## src/rtl/sport_pkg.sv

```systemverilog
// Shared definitions for the SPORT autobuffer engines: FSM encoding,
// register-select codes and default bus widths.
package sport_pkg;

  localparam int unsigned AW_DEF = 14;
  localparam int unsigned DW_DEF = 16;
  localparam int unsigned ST_W   = 4;
  localparam int unsigned SEL_W  = 2;

  // One-hot transfer FSM encoding
  typedef enum logic [ST_W-1:0] {
    ST_IDLE = 4'b0001,
    ST_REQ  = 4'b0010,
    ST_WAIT = 4'b0100,
    ST_ACK  = 4'b1000
  } state_e;

  typedef enum logic [SEL_W-1:0] {
    SEL_I    = 2'd0,
    SEL_M    = 2'd1,
    SEL_L    = 2'd2,
    SEL_RSVD = 2'd3
  } reg_sel_e;

endpackage

```

## src/rtl/sport1_tx_autobuf_if.sv

```systemverilog
// Signal bundle between the SPORT1 transmit autobuffer, the data-memory
// arbiter, the transmit controller and the processor register port.
interface sport1_tx_autobuf_if
  import sport_pkg::*;
#(
  parameter int unsigned AW = AW_DEF,
  parameter int unsigned DW = DW_DEF
);

  // Transmit controller side
  logic             TBUF;
  logic             TSreq;
  logic [DW-1:0]    TX_DATA;
  logic             TSack;
  logic             Twrap;
  logic             TUNDER;

  // Processor register write port
  logic             REG_WE;
  logic [SEL_W-1:0] REG_SEL;
  logic [AW-1:0]    REG_DI;

  // Data-memory arbiter side
  logic             DM_REQ;
  logic [AW-1:0]    DM_ADDR;
  logic             DM_GNT;
  logic [DW-1:0]    DM_RDATA;
  logic             DM_RVLD;

  modport slave (
    input  TBUF, TSreq, REG_WE, REG_SEL, REG_DI, DM_GNT, DM_RDATA, DM_RVLD,
    output DM_REQ, DM_ADDR, TX_DATA, TSack, Twrap, TUNDER
  );

  modport master (
    output TBUF, TSreq, REG_WE, REG_SEL, REG_DI, DM_GNT, DM_RDATA, DM_RVLD,
    input  DM_REQ, DM_ADDR, TX_DATA, TSack, Twrap, TUNDER
  );

endinterface

```

## src/rtl/sport_circ_addr.sv

```systemverilog
// Circular-buffer post-modify: next index from I/M/L/BASE plus wrap flag.
// Purely combinational; shared with the receive autobuffer.
module sport_circ_addr
  import sport_pkg::*;
#(
  parameter int unsigned AW = AW_DEF
) (
  input  logic [AW-1:0] idx_i,
  input  logic [AW-1:0] mod_i,
  input  logic [AW-1:0] len_i,
  input  logic [AW-1:0] base_i,
  output logic [AW-1:0] next_c_o,
  output logic          wrap_c_o
);

  logic [AW-1:0] sum_c;
  logic [AW:0]   limit_c;

  assign sum_c   = idx_i + mod_i;
  // Upper bound kept one bit wider so BASE+L near the top of memory cannot alias
  assign limit_c = {1'b0, base_i} + {1'b0, len_i};

  always_comb begin
    next_c_o = sum_c;
    wrap_c_o = 1'b0;
    if (len_i != '0) begin
      if (!mod_i[AW-1]) begin
        if ({1'b0, sum_c} >= limit_c) begin
          next_c_o = sum_c - len_i;
          wrap_c_o = 1'b1;
        end
      end else if (sum_c < base_i) begin
        next_c_o = sum_c + len_i;
        wrap_c_o = 1'b1;
      end
    end
  end

endmodule

```

## src/rtl/sport1_tx_autobuf.sv

```systemverilog
// SPORT1 transmit autobuffer: on each TSreq rising edge fetch the word at I
// from data memory, post-modify I circularly and hand the word over with TSack.
module sport1_tx_autobuf
  import sport_pkg::*;
#(
  parameter int unsigned AW = AW_DEF,
  parameter int unsigned DW = DW_DEF
) (
  input  logic                DSPCLK,
  input  logic                RSTn,
  sport1_tx_autobuf_if.slave  bus
);

  state_e        state_q;
  logic [AW-1:0] i_q, m_q, l_q, base_q;
  logic [AW-1:0] i_d, m_d, l_d, base_d;
  logic          tsreq_q;
  logic          dm_req_q;
  logic [DW-1:0] tx_data_q;
  logic          tsack_q;
  logic          twrap_q;
  logic          tunder_q, tunder_d;
  logic          req_edge_c;
  logic          post_mod_c;
  logic [AW-1:0] next_i_c;
  logic          wrap_c;

  assign req_edge_c = bus.TSreq & ~tsreq_q;
  assign post_mod_c = (state_q == ST_WAIT) & bus.DM_RVLD;

  sport_circ_addr #(.AW(AW)) u_circ (
    .idx_i    (i_q),
    .mod_i    (m_q),
    .len_i    (l_q),
    .base_i   (base_q),
    .next_c_o (next_i_c),
    .wrap_c_o (wrap_c)
  );

  // Register file: a processor write always beats the post-modify of I
  always_comb begin
    i_d    = i_q;
    m_d    = m_q;
    l_d    = l_q;
    base_d = base_q;
    if (bus.REG_WE) begin
      case (reg_sel_e'(bus.REG_SEL))
        SEL_I: begin
          i_d    = bus.REG_DI;
          base_d = bus.REG_DI;
        end
        SEL_M:   m_d = bus.REG_DI;
        SEL_L:   l_d = bus.REG_DI;
        default: ;
      endcase
    end else if (post_mod_c) begin
      i_d = next_i_c;
    end
  end

  // Underrun flag: setting wins over the clear from a register write
  always_comb begin
    tunder_d = tunder_q;
    if (bus.REG_WE)
      tunder_d = 1'b0;
    if (req_edge_c && (state_q != ST_IDLE))
      tunder_d = 1'b1;
  end

  always_ff @(posedge DSPCLK or negedge RSTn) begin
    if (!RSTn) begin
      i_q      <= '0;
      m_q      <= '0;
      l_q      <= '0;
      base_q   <= '0;
      tsreq_q  <= 1'b0;
      tunder_q <= 1'b0;
    end else begin
      i_q      <= i_d;
      m_q      <= m_d;
      l_q      <= l_d;
      base_q   <= base_d;
      tsreq_q  <= bus.TSreq;
      tunder_q <= tunder_d;
    end
  end

  // Transfer FSM with registered handshake outputs
  always_ff @(posedge DSPCLK or negedge RSTn) begin
    if (!RSTn) begin
      state_q   <= ST_IDLE;
      dm_req_q  <= 1'b0;
      tx_data_q <= '0;
      tsack_q   <= 1'b0;
      twrap_q   <= 1'b0;
    end else begin
      tsack_q <= 1'b0;
      twrap_q <= 1'b0;
      case (state_q)
        ST_IDLE: begin
          if (req_edge_c && bus.TBUF) begin
            state_q  <= ST_REQ;
            dm_req_q <= 1'b1;
          end
        end
        ST_REQ: begin
          if (bus.DM_GNT) begin
            state_q  <= ST_WAIT;
            dm_req_q <= 1'b0;
          end
        end
        ST_WAIT: begin
          if (bus.DM_RVLD) begin
            state_q   <= ST_ACK;
            tx_data_q <= bus.DM_RDATA;
            tsack_q   <= 1'b1;
            twrap_q   <= wrap_c;
          end
        end
        ST_ACK: begin
          state_q <= ST_IDLE;
        end
        default: begin
          state_q  <= ST_IDLE;
          dm_req_q <= 1'b0;
        end
      endcase
    end
  end

  assign bus.DM_REQ  = dm_req_q;
  assign bus.DM_ADDR = i_q;
  assign bus.TX_DATA = tx_data_q;
  assign bus.TSack   = tsack_q;
  assign bus.Twrap   = twrap_q;
  assign bus.TUNDER  = tunder_q;

endmodule
```

## src/flat_wrapper.sv

```systemverilog
// flat-port wrapper written by rule: the top's interface ports become plain ports
module sport1_tx_autobuf_flat import sport_pkg::*;
#(
  parameter int unsigned AW = AW_DEF,
  parameter int unsigned DW = DW_DEF
)
  (DSPCLK, RSTn, bus_TBUF, bus_TSreq, bus_REG_WE, bus_REG_SEL, bus_REG_DI, bus_DM_GNT, bus_DM_RDATA, bus_DM_RVLD, bus_DM_REQ, bus_DM_ADDR, bus_TX_DATA, bus_TSack, bus_Twrap, bus_TUNDER);
  sport1_tx_autobuf_if #(.AW(AW), .DW(DW)) bus_i ();
  input  logic DSPCLK;
  input  logic RSTn;
  input wire logic [$bits(bus_i.TBUF)-1:0] bus_TBUF;
  input wire logic [$bits(bus_i.TSreq)-1:0] bus_TSreq;
  input wire logic [$bits(bus_i.REG_WE)-1:0] bus_REG_WE;
  input wire logic [$bits(bus_i.REG_SEL)-1:0] bus_REG_SEL;
  input wire logic [$bits(bus_i.REG_DI)-1:0] bus_REG_DI;
  input wire logic [$bits(bus_i.DM_GNT)-1:0] bus_DM_GNT;
  input wire logic [$bits(bus_i.DM_RDATA)-1:0] bus_DM_RDATA;
  input wire logic [$bits(bus_i.DM_RVLD)-1:0] bus_DM_RVLD;
  output wire logic [$bits(bus_i.DM_REQ)-1:0] bus_DM_REQ;
  output wire logic [$bits(bus_i.DM_ADDR)-1:0] bus_DM_ADDR;
  output wire logic [$bits(bus_i.TX_DATA)-1:0] bus_TX_DATA;
  output wire logic [$bits(bus_i.TSack)-1:0] bus_TSack;
  output wire logic [$bits(bus_i.Twrap)-1:0] bus_Twrap;
  output wire logic [$bits(bus_i.TUNDER)-1:0] bus_TUNDER;
  assign bus_i.TBUF = bus_TBUF;
  assign bus_i.TSreq = bus_TSreq;
  assign bus_i.REG_WE = bus_REG_WE;
  assign bus_i.REG_SEL = bus_REG_SEL;
  assign bus_i.REG_DI = bus_REG_DI;
  assign bus_i.DM_GNT = bus_DM_GNT;
  assign bus_i.DM_RDATA = bus_DM_RDATA;
  assign bus_i.DM_RVLD = bus_DM_RVLD;
  assign bus_DM_REQ = bus_i.DM_REQ;
  assign bus_DM_ADDR = bus_i.DM_ADDR;
  assign bus_TX_DATA = bus_i.TX_DATA;
  assign bus_TSack = bus_i.TSack;
  assign bus_Twrap = bus_i.Twrap;
  assign bus_TUNDER = bus_i.TUNDER;
  sport1_tx_autobuf #(.AW(AW), .DW(DW)) u_core (.DSPCLK(DSPCLK), .RSTn(RSTn), .bus(bus_i));
endmodule
```

## config.mk

```make
export PLATFORM = sky130hd
export DESIGN_NAME = sport1_tx_autobuf_flat
export DESIGN_NICKNAME = d
export VERILOG_FILES = /design/src/rtl/sport_pkg.sv /design/src/rtl/sport1_tx_autobuf_if.sv /design/src/rtl/sport_circ_addr.sv /design/src/rtl/sport1_tx_autobuf.sv /design/src/flat_wrapper.sv
export SDC_FILE = /design/constraint.sdc
export NUM_CORES = 1
export LEC_CHECK = 0
export BUFFER_PORTS_ARGS = -buffer_cell sky130_fd_sc_hd__buf_2
export CORE_MARGIN = 2
export CORE_UTILIZATION = 35
export CTS_CLUSTER_DIAMETER = 150
export DETAILED_ROUTE_END_ITERATION = 16
export HOLD_SLACK_MARGIN = 0.1
export PLACE_DENSITY = 0.54
export SLEW_MARGIN = 20
export SYNTH_ARGS = -nofsm -noshare
export SYNTH_HDL_FRONTEND = slang
export SYNTH_HIERARCHICAL = 1
export SYNTH_SLANG_ARGS = --single-unit
```

## constraint.sdc

```tcl
create_clock -name DSPCLK -period 6.6 [get_ports DSPCLK]
set_input_delay 1.32 -clock DSPCLK [delete_from_list [all_inputs] [get_ports DSPCLK]]
set_output_delay 1.32 -clock DSPCLK [all_outputs]
set_load 0.01 [all_outputs]
```

==> results.yml <==
timing:
  layout_min_cycle_time_ps: 5130
  fmax_mhz: 195
  worst_slew_pin_slew_ps: 1060
  hold_viol: 0
  drv_slew: 0
  setup_tns_ps: 0
  finalSetupViolCount: 0
  fin_skew_ps: 6.21
  slew_headroom: 0.294
  fin_crit_sh: 0.778
  rsz0062_at_grt: "no"
  fin_ws_ps: 1470
  whs_ps: 502
grt:
  gr-usage-all-layers: 0.186
  grt_overflow: 0
  antenna_found_initial: 0
  grt_pass1_vias: 5850
  grt_pass1_wl_mm: 32.0
  grt_max_degree: 62
hold_path:
  hold_class: "flop to flop"
outcome:
  status: "completed"
final_layout:
  nNetsFinal: 929
  antenna_cells_inserted: 0
  final_cells: 1086
  area_delta_synth_final_pct: 12.5
  utilization: 0.402
  drive_above_1_share: 0.248
  finalInstanceArea_sq_um: 8140
worst_setup_path:
  critPathMostFrequentCell: "a21oi_1"
  slowest_stage: "dfrtp_1"
  crit_fanout: 8
  end_kind: "flop"
  critical_path_class: "flop to flop"
  cp-start-kind: "flop"
  r2r_setup_slack_ps: 1470
  max_stage_delay_ps: 420
  crit_arrival_ps: 5330
  cp.required_ps: 6800
  crit_chain: "ha_1 > a21o_1 > a21oi_1 > o21bai_1 > a21oi_1 > nor2b_1 > nor2_1 > o211ai_1 > nand2_1 > xnor2_1 > ha_1 > and3_1 > a21oi_1 > a211oi_1 > o31a_1 > o211ai_4 > a211oi_4 > o21ai_4 > inv_4 > o2111a_1 > nor3_1 > a221oi_1"
synth:
  yosysTopAreaCell: "dfrtp_1"
  yosys-top-cells-count: "dfrtp_1, ha_1, inv_1"
  syn_area_sq_um: 7230
  async_flop_share: 1.00
  synth_compound_area_frac: 0.205
  synthTopCellsByArea: "dfrtp_1, ha_1, mux2_2, inv_1, xnor2_1"
  yosysMostFrequentCell: "dfrtp_1"
  synthXorXnorAreaFrac: 0.0386
  synth_flop_cell: "dfrtp_1"
  netlist.area_leader.share: 0.277
  yosysUniqueCellTypes: 96
  seq_area_frac_synth: 0.281
  synth-simple-area-share: 0.160
  synth_seq_cells: 81
  muxShareOfSynthArea: 0.115
  syn_area_per_cell_sq_um: 9.74
  synth_top_family_by_area: "compound AO/OA/AOI/OAI gates"
  synth_edf_count: 0
  ys_warn_count: 6
  synth_cells: 742
  synthAdderAreaFrac: 0.142
  syn-num-nets: 860
power:
  irDropWorstVdd_v: 0.000136
  leakage_nw: 3.75
  total_power_mw: 3.23
  power.density_nw_per_um2: 396
routing:
  antenna_left: 0
  drc: 0
  wirelength_mm: 19.8
  wl_per_cell_um: 18.2
  wl_met2_mm: 9.39
  wl_met3_um: 860
  wl_met1_mm: 9.26
  top_layer: "met4"
  vias: 5938
  drt_iter0_drc: 255
  viasPerCell: 5.47
  first_pass_iters: 5
cts:
  hold_buffers: 0
  cts_buffers: 9
  cts_resized: 0
  post_cts_buffers: 0
  insertion_delay_ps: 340
  tritoncts: "built"
  root_buffer: "clkbuf_16"
  cts.clk_slew.worst_paths_ps: 60
  h-tree-depth: 3
  max-clock-path-buffers: 2
  cts.sinks: 81
placed_design:
  io_buffers: 72
  routabilityCongestion: 0.863
  placed_area_sq_um: 7830
  place_hpwl_mm: 15.3
  pre_cts_slack_ps: 1530
  place_inst: 1070
floorplanning:
  die_w_um: 148
  ios: 73
  dieArea_sq_um: 21800
  rows: 52
  start_util: 0.357
  die-height_um: 148
  core_sq_um: 20200
job:
  maxCapViolations: 0
-- critical path: cells and delay by family, from the launching register on --
kind | cells | cell delay [ps]
compound gates | 13 | 2600
simple gates | 5 | 810
fa+ha+maj | 2 | 680
flops | 1 | 420
xor+xnor | 1 | 340
buf+inv | 1 | 110
-- cells by family (layout without fill, tap and decap cells) --
family	after synthesis	in the layout
and+or+nand+nor	196	196
AOI/OAI and AO/OA	184	184
buffers and inverters	95	169
DFF	81	81
adders and majority gates	80	80
muxes	75	75
xor gates and xnor gates	31	31
-- registers in the layout, indices dropped and copies added, names as in the netlist, 4 cells and up --
| signal | flops |
|---|---|
| u_core/m_q | 14 |
| u_core/l_q | 14 |
| u_core/bus.DM_ADDR | 14 |
| u_core/state_q | 4 |
| u_core/base_q | 14 |
| u_core/bus.TX_DATA | 16 |
-- path summary, 6_finish.rpt --
kind	end	startpoint	cells past startpoint
max	u_core/bus.DM_ADDR[4]$_DFFE_PN0P_	u_core/bus.DM_ADDR[1]$_DFFE_PN0P_	22
min	u_core/bus.TX_DATA[14]$_DFFE_PN0P_	u_core/bus.TX_DATA[14]$_DFFE_PN0P_	1
max reg2reg	u_core/bus.DM_ADDR[4]$_DFFE_PN0P_	u_core/bus.DM_ADDR[1]$_DFFE_PN0P_	22
min reg2reg	u_core/bus.TX_DATA[14]$_DFFE_PN0P_	u_core/bus.TX_DATA[14]$_DFFE_PN0P_	1
max in group asynchronous	u_core/l_q[2]$_DFFE_PN0P_	RSTn	2
min in group asynchronous	u_core/bus.TSack$_DFF_PN0_	RSTn	1
-- report_power, final --
group          switching (mW)  internal [mW]
clock network           0.210          0.315
logic                    1.18          0.888
registers              0.0790          0.558
-- cell usage in the layout, fill, tap and decap left out, types with 9 or more instances in the layout --
cell type   n
a221oi_1    9
xnor2_1    20
mux2_2     57
xor2_1     10
nand3_1    12
buf_2      71
clkbuf_16   9
a21oi_1    31
nand2b_1   13
dfrtp_1    80
mux2i_1    16
nor2b_1    12
o21ai_0    26
ha_1       75
o21bai_1    9
nor3_1     32
a21o_1     15
inv_1      74
nand2_1    30
nor2_1     27
-- cell type report --
cell class | count | area (sq um)
clock buffers | 12 | 256
clock inverters | 4 | 51.3
fillers | 2006 | 12100
inverters | 76 | 288
multi-input cells | 566 | 4770
flip-flops and latches | 81 | 2030
well taps | 270 | 338
repair buffers | 77 | 400
-- per-layer routing --
metal	vias to the layer above	global-route usage
li1	2881	-
met1	2906	0.249
met2	133	0.313
met3	18	0.0290
met4	0	0.0505
met5	-	0
No activity file was read; power rests on OpenSTA's default activity.
